==> src/rtl/fpu_pkg.sv <==
// Shared FPU compare definitions: op encodings, the order-preserving key
// transform and NaN classification helpers.
package fpu_pkg;

  typedef enum logic [1:0] {
    FOP_FEQ = 2'b00,
    FOP_FLT = 2'b01,
    FOP_FLE = 2'b10,
    FOP_RSV = 2'b11
  } fop_e;

  localparam logic [31:0] KEY_ZERO = 32'h8000_0000;

  // Maps an IEEE-754 single onto an unsigned key whose integer order matches
  // the numeric order; both zeros collapse onto the same key.
  function automatic logic [31:0] f2key(input logic [31:0] x);
    if (x[30:0] == 31'd0) begin
      return KEY_ZERO;
    end else if (!x[31]) begin
      return {1'b1, x[30:0]};
    end else begin
      return {1'b0, ~x[30:0]};
    end
  endfunction

  function automatic logic is_nan(input logic [31:0] x);
    return (x[30:23] == 8'hFF) && (x[22:0] != 23'd0);
  endfunction

  function automatic logic is_snan(input logic [31:0] x);
    return is_nan(x) && !x[22];
  endfunction

endpackage

==> src/rtl/fcmp_key.sv <==
// Combinational operand conditioner: key transform plus NaN flags when the
// FCMP_NAN_EN macro is defined.
module fcmp_key
  import fpu_pkg::*;
(
  input  logic [31:0] x_i,
  output logic [31:0] key_o
`ifdef FCMP_NAN_EN
  ,
  output logic        nan_o,
  output logic        snan_o
`endif
);

  assign key_o = f2key(x_i);

`ifdef FCMP_NAN_EN
  assign nan_o  = is_nan(x_i);
  assign snan_o = is_snan(x_i);
`endif

endmodule

==> src/rtl/fcmp_pipe.sv <==
// Two-stage pipelined FEQ/FLT/FLE compare with valid/ready on both sides.
// Define FCMP_NAN_EN to enable NaN detection and the invalid-operation flag.
module fcmp_pipe
  import fpu_pkg::*;
#(
  parameter int TAG_W = 5
) (
  input  logic             clk,
  input  logic             rst,
  input  logic             in_valid,
  output logic             in_ready,
  input  logic [1:0]       in_op,
  input  logic [31:0]      in_x1,
  input  logic [31:0]      in_x2,
  input  logic [TAG_W-1:0] in_tag,
  output logic             out_valid,
  input  logic             out_ready,
  output logic [31:0]      out_y,
  output logic [TAG_W-1:0] out_tag,
  output logic             out_nv
);

  logic s2_adv;
  logic s1_adv;

  logic [31:0] key1_d;
  logic [31:0] key2_d;

  logic             s1_valid_q;
  fop_e             s1_op_q;
  logic [TAG_W-1:0] s1_tag_q;
  logic [31:0]      s1_key1_q;
  logic [31:0]      s1_key2_q;

  logic             res_d;
  logic             out_valid_q;
  logic             out_y_q;
  logic [TAG_W-1:0] out_tag_q;

`ifdef FCMP_NAN_EN
  logic nan1_d, snan1_d, nan2_d, snan2_d;
  logic s1_nan1_q, s1_snan1_q, s1_nan2_q, s1_snan2_q;
  logic nv_d;
  logic out_nv_q;
`endif

  fcmp_key u_key1 (
    .x_i   (in_x1),
    .key_o (key1_d)
`ifdef FCMP_NAN_EN
    ,
    .nan_o (nan1_d),
    .snan_o(snan1_d)
`endif
  );

  fcmp_key u_key2 (
    .x_i   (in_x2),
    .key_o (key2_d)
`ifdef FCMP_NAN_EN
    ,
    .nan_o (nan2_d),
    .snan_o(snan2_d)
`endif
  );

  // A stage advances when it is empty or its consumer is taking its contents.
  assign s2_adv   = ~out_valid_q | out_ready;
  assign s1_adv   = ~s1_valid_q | s2_adv;
  assign in_ready = s1_adv;

  // NOTE: sequential state uses non-blocking assignments so every register
  // samples pre-edge values, independent of block ordering.
  always_ff @(posedge clk) begin
    if (rst) begin
      s1_valid_q <= 1'b0;
    end else if (s1_adv) begin
      s1_valid_q <= in_valid;
    end
  end

  // NOTE: payload registers have no reset; s1_valid_q qualifies them.
  always_ff @(posedge clk) begin
    if (s1_adv) begin
      s1_op_q    <= fop_e'(in_op);
      s1_tag_q   <= in_tag;
      s1_key1_q  <= key1_d;
      s1_key2_q  <= key2_d;
`ifdef FCMP_NAN_EN
      s1_nan1_q  <= nan1_d;
      s1_snan1_q <= snan1_d;
      s1_nan2_q  <= nan2_d;
      s1_snan2_q <= snan2_d;
`endif
    end
  end

  // NOTE: every output of this block is defaulted first so no latch is inferred.
  always_comb begin
    res_d = 1'b0;
`ifdef FCMP_NAN_EN
    nv_d  = 1'b0;
`endif
    case (s1_op_q)
      FOP_FEQ: res_d = (s1_key1_q == s1_key2_q);
      FOP_FLT: res_d = (s1_key1_q <  s1_key2_q);
      FOP_FLE: res_d = (s1_key1_q <= s1_key2_q);
      default: res_d = 1'b0;
    endcase
`ifdef FCMP_NAN_EN
    // Unordered operands: never true; FEQ only signals on a signalling NaN.
    if (s1_nan1_q || s1_nan2_q) begin
      res_d = 1'b0;
      case (s1_op_q)
        FOP_FLT, FOP_FLE: nv_d = 1'b1;
        FOP_FEQ:          nv_d = s1_snan1_q | s1_snan2_q;
        default:          nv_d = 1'b0;
      endcase
    end
`endif
  end

  always_ff @(posedge clk) begin
    if (rst) begin
      out_valid_q <= 1'b0;
      out_y_q     <= 1'b0;
      out_tag_q   <= '0;
`ifdef FCMP_NAN_EN
      out_nv_q    <= 1'b0;
`endif
    end else if (s2_adv) begin
      out_valid_q <= s1_valid_q;
      out_y_q     <= res_d;
      out_tag_q   <= s1_tag_q;
`ifdef FCMP_NAN_EN
      out_nv_q    <= nv_d;
`endif
    end
  end

  assign out_valid = out_valid_q;
  assign out_y     = {31'd0, out_y_q};
  assign out_tag   = out_tag_q;
`ifdef FCMP_NAN_EN
  assign out_nv    = out_nv_q;
`else
  assign out_nv    = 1'b0;
`endif

endmodule

==> config.mk <==
export PLATFORM = sky130hd
export DESIGN_NAME = fcmp_pipe
export DESIGN_NICKNAME = d
export VERILOG_FILES = /design/src/rtl/fpu_pkg.sv /design/src/rtl/fcmp_key.sv /design/src/rtl/fcmp_pipe.sv
export SDC_FILE = /design/constraint.sdc
export NUM_CORES = 1
export LEC_CHECK = 0
export ABC_AREA = 1
export CORE_MARGIN = 2
export CORE_UTILIZATION = 35
export CTS_CLUSTER_SIZE = 24
export DETAILED_ROUTE_END_ITERATION = 12
export PLACE_DENSITY_LB_ADDON = 0.2
export SYNTH_ARGS = -nofsm -noshare
export SYNTH_HDL_FRONTEND = slang
export SYNTH_SLANG_ARGS = --single-unit
==> constraint.sdc <==
create_clock -name clk -period 3.25 [get_ports clk]
set_input_delay 0.4875 -clock clk [delete_from_list [all_inputs] [get_ports clk]]
set_output_delay 0.4875 -clock clk [all_outputs]
set_load 0.005 [all_outputs]
==> results <==
- The flow ran to the end, and the final reports show no timing, DRC or antenna violations.
- The number of global-route vias before repair is around 3,100.
- Of the cells placed in the final design, the portion with a size suffix greater than 1 is 0.0469.
- The data arrival time of the critical path is 1820 ps.
- The largest net degree at the start of global routing is 73.
- The I/O pin total is 115.
- In the final design database the tool counted 635 nets.
- The setup skew after layout is 4.00 ps.
- Leaving out fill and tap cells, the most frequent cells in the layout are sky130_fd_sc_hd__nor2_1, sky130_fd_sc_hd__clkdlybuf4s50_1, sky130_fd_sc_hd__edfxtp_1, sky130_fd_sc_hd__xnor2_1, sky130_fd_sc_hd__inv_1.
- The endpoint of the worst register-to-register path is out_y_q$_SDFFE_PP0P_.
- The H-tree depth is 3.
- The TritonCTS clock tree is yes.
- The number of instances in the synthesized netlist is 446.
- The post-CTS setup buffer count is 0.
- The number of antenna diodes is 0.
- STA classifies the critical path startpoint as an input pin.
- Clock latency on the worst-skew pair, taken at its later pin, is 330 ps.
- The final weighted congestion in routability-driven placement is 0.797.
- Before antenna repair, the detailed router went through 4 iterations.
- From bottom edge to top edge, the die measures roughly 120 µm.
- The worst-case clock buffer depth is 2.
- In this run the critical register-to-register path is launched from s1_key1_q[31]$_SDFFCE_PN1P_.
- In this run the remaining antenna-violating nets after routing total 0.
- The Yosys warning count is 0.
- The layout has 1,256 filler cells.
- The number of distinct library cell variants in the gate-level netlist after synthesis is 22.
- The starting density of the core is 0.361.
- The number of buffers added to fix hold violations after cts is 0.
- The total half-perimeter wirelength after legalization and detailed placement is around 7100 µm.
- The detailed-route wire length is 9280 µm.
- The most common cell after layout, fill and taps aside is sky130_fd_sc_hd__nor2_1.
- The total standard cell area after synthesis is 4570 µm².
- The final period utilization is 0.711.
- The critical path's most frequent cell is sky130_fd_sc_hd__clkdlybuf4s50_1.
- The clock sink total is about 80.
- The area overhead of the layout relative to synthesis is 25.3%.
- For hold timing, the worst endpoint is out_tag[3]$_SDFFE_PP0P_.
- The placeable core region is 12,700 µm².
- In this design, the stage delay of the slowest critical-path cell is 530 ps.
- Summed over all failing endpoints, the final setup total negative slack is 0 ps.
- The first global-routing pass estimated around 15,000 µm of wire.
- The area of all sequential standard cells is 2290 µm².
- The die area is 14,000 µm².
- The number of cells upsized or downsized after cts is 0.
- The vias after detailed routing is 3,083.
- The number of max-cap violations is 0.
- The worst hold path begins at out_tag[3]$_SDFFE_PP0P_.
- Measured along the x axis, the die boundary spans 118 µm.
- The final number of max-transition violations came to 0.
- The synthesized design contains 79 register bits.
- Counting the buffers created by CTS gives 9.
- The number of cells in the finished layout apart from fillers is 705.
- Measured on the finished design, the core utilization comes to 0.452.
- At the pin with the least slew margin, the transition time is 933 ps.
- Port buffering added 82 buffers.
- The setup path with the least slack is of type input pin to primary output.
- Setup repair after global routing left no endpoint under its margin.
- For this block, the initial DRC count from the detailed router was 184.
- Data on the critical path is required at its endpoint by 2760 ps.
- The min-delay analysis places its worst path in the category flop to flop.
- The floorplan has 41 rows.
- Setup slack on the worst reg-to-reg path comes out at 1670 ps.
- The number of cells on the worst reg-to-reg path is 8.
- The ratio of total power to cell area is 483 nW/µm².
- The time the worst path needs with I/O delays and setup is around 2300 ps.
- STA classifies the critical path endpoint as a primary output.
- The remaining max-slew budget at the tightest pin is 0.378.
- Of all nets on the critical path, the largest fanout is 9.
- The share of the Yosys chip area taken by registers is 0.502.
- The CTS root buffer is sky130_fd_sc_hd__clkbuf_16.
- Using the TritonRoute via totals, the vias-per-cell ratio works out to 4.37.
- The multi-input combinational cells in the finished layout cover a total of 1870 µm².
- Global routing finished with a remaining overflow of 0.
- The leakage component of the power is 0.00233 µW.
- The worst hold path passes through 2 cells.
- The synthesized area divided by synthesized cell count is 10.2 µm².
- The total chip power is 2770 µW.
- The total placed cells including tap cells is 689.
- The total global-route track usage is 0.135.
- IR analysis of the VDD net gives a maximum drop of roughly 0.21 mV.
- The highest achievable clock rate is 0.433 GHz.
- For this design, the slowest cell found on the critical path is sky130_fd_sc_hd__clkdlybuf4s50_1.
- The final setup violation count is 0.
- The initial antenna violation count is 0.
- The signal on the critical path passes through clkdlybuf4s50_1, nor2_1, buf_4, nand2_2, clkdlybuf4s50_1.
- The number of endpoints with negative hold slack in the final report is 0.
- The average wire per cell in the routed design is 13.2 µm.
- The clock slew seen by the registers of the worst setup and hold paths is 60 ps.
- For this run, design rule violations remaining after detail routing come to 0.
[report_power, final]
group	leakage [µW]	switching (µW)	internal [µW]
clock	0.000147	379	662
sequential	0.000816	32.8	1220
combinational	0.00137	226	247
[critical path, delay by kind of cell]
family	cells	cell delay, ps
AND/OR/NAND/NOR	2	190
buffers and inverters	3	1140
[routing by layer]
| metal | global-route usage | share of wire | vias to the layer above | wire length, µm |
|---|---|---|---|---|
| met5 | 0 | 0 | - | 0 |
| met4 | 0.0535 | 0.024 | 0 | 221 |
| met3 | 0.0333 | 0.047 | 17 | 432 |
| met2 | 0.230 | 0.48 | 90 | 4420 |
| met1 | 0.164 | 0.45 | 1410 | 4200 |
| li1 | - | - | 1566 | - |
[state kept, by name, summed over array words and instances, names as in the netlist]
| register | flops |
|---|---|
| s1_key1_q | 32 |
| s1_key2_q | 32 |
| out_tag | 5 |
| s1_tag_q | 5 |
| s1_op_q | 2 |
| out_valid | 1 |
| out_y_q | 1 |
| s1_valid_q | 1 |
[cells in the mapped netlist, drive strengths merged]
cell type / n / share of area
nor3: 3 / 0.0033
buf: 47 / 0.078
ha: 32 / 0.088
nand2: 36 / 0.030
nor2: 88 / 0.078
o21ai: 10 / 0.011
xnor2: 63 / 0.12
a21oi: 16 / 0.018
inv: 45 / 0.037
a21o: 1 / 0.0016
edfxtp: 71 / 0.47
o21a: 1 / 0.0016
dfxtp: 8 / 0.035
nor4: 14 / 0.019
nand4: 6 / 0.0082
conb: 1 / 0.00082
nand3: 3 / 0.0033
nand3b: 1 / 0.0016
[area by class of cell]
| type | count | area share |
|---|---|---|
| timing repair buffer | 87 | 0.153 |
| tap | 172 | 0.0376 |
| clock inverter | 6 | 0.0131 |
| sequential | 79 | 0.400 |
| inverter | 45 | 0.0295 |
| clock buffer | 10 | 0.0400 |
| multi-input combinational | 306 | 0.327 |
[stage by stage]
step	setup WS (ps)	hold WS [ps]	cell area, µm²
after floorplan	423	441	4690
after global placement	667	466	5420
after detailed placement	621	478	5420
after CTS	921	491	5730
after global routing	902	518	5730
final	940	486	5730
[kinds of logic after synthesis]
family,synth area share
xor+xnor,0.121
flops,0.502
other cells,0.000820
buf+inv,0.115
fa+ha+maj,0.0876
simple gates,0.143
compound gates,0.0318
[worst max-delay path by stage]
stage               depth (start not counted)                     endpoint  startpoint  slack, ps
detailed placement                          6  s1_key2_q[24]$_SDFFCE_PN0P_   in_x2[21]        620
floorplan                                   2   s1_key1_q[0]$_SDFFCE_PN0P_   out_ready        420
global route                                5                     in_ready   out_ready        900
CTS                                         5                     in_ready   out_ready        920
finish                                      5                     in_ready   out_ready        940
global placement                            6  s1_key2_q[21]$_SDFFCE_PN0P_   in_x2[29]        670
Power figures use the tool's default switching activity.
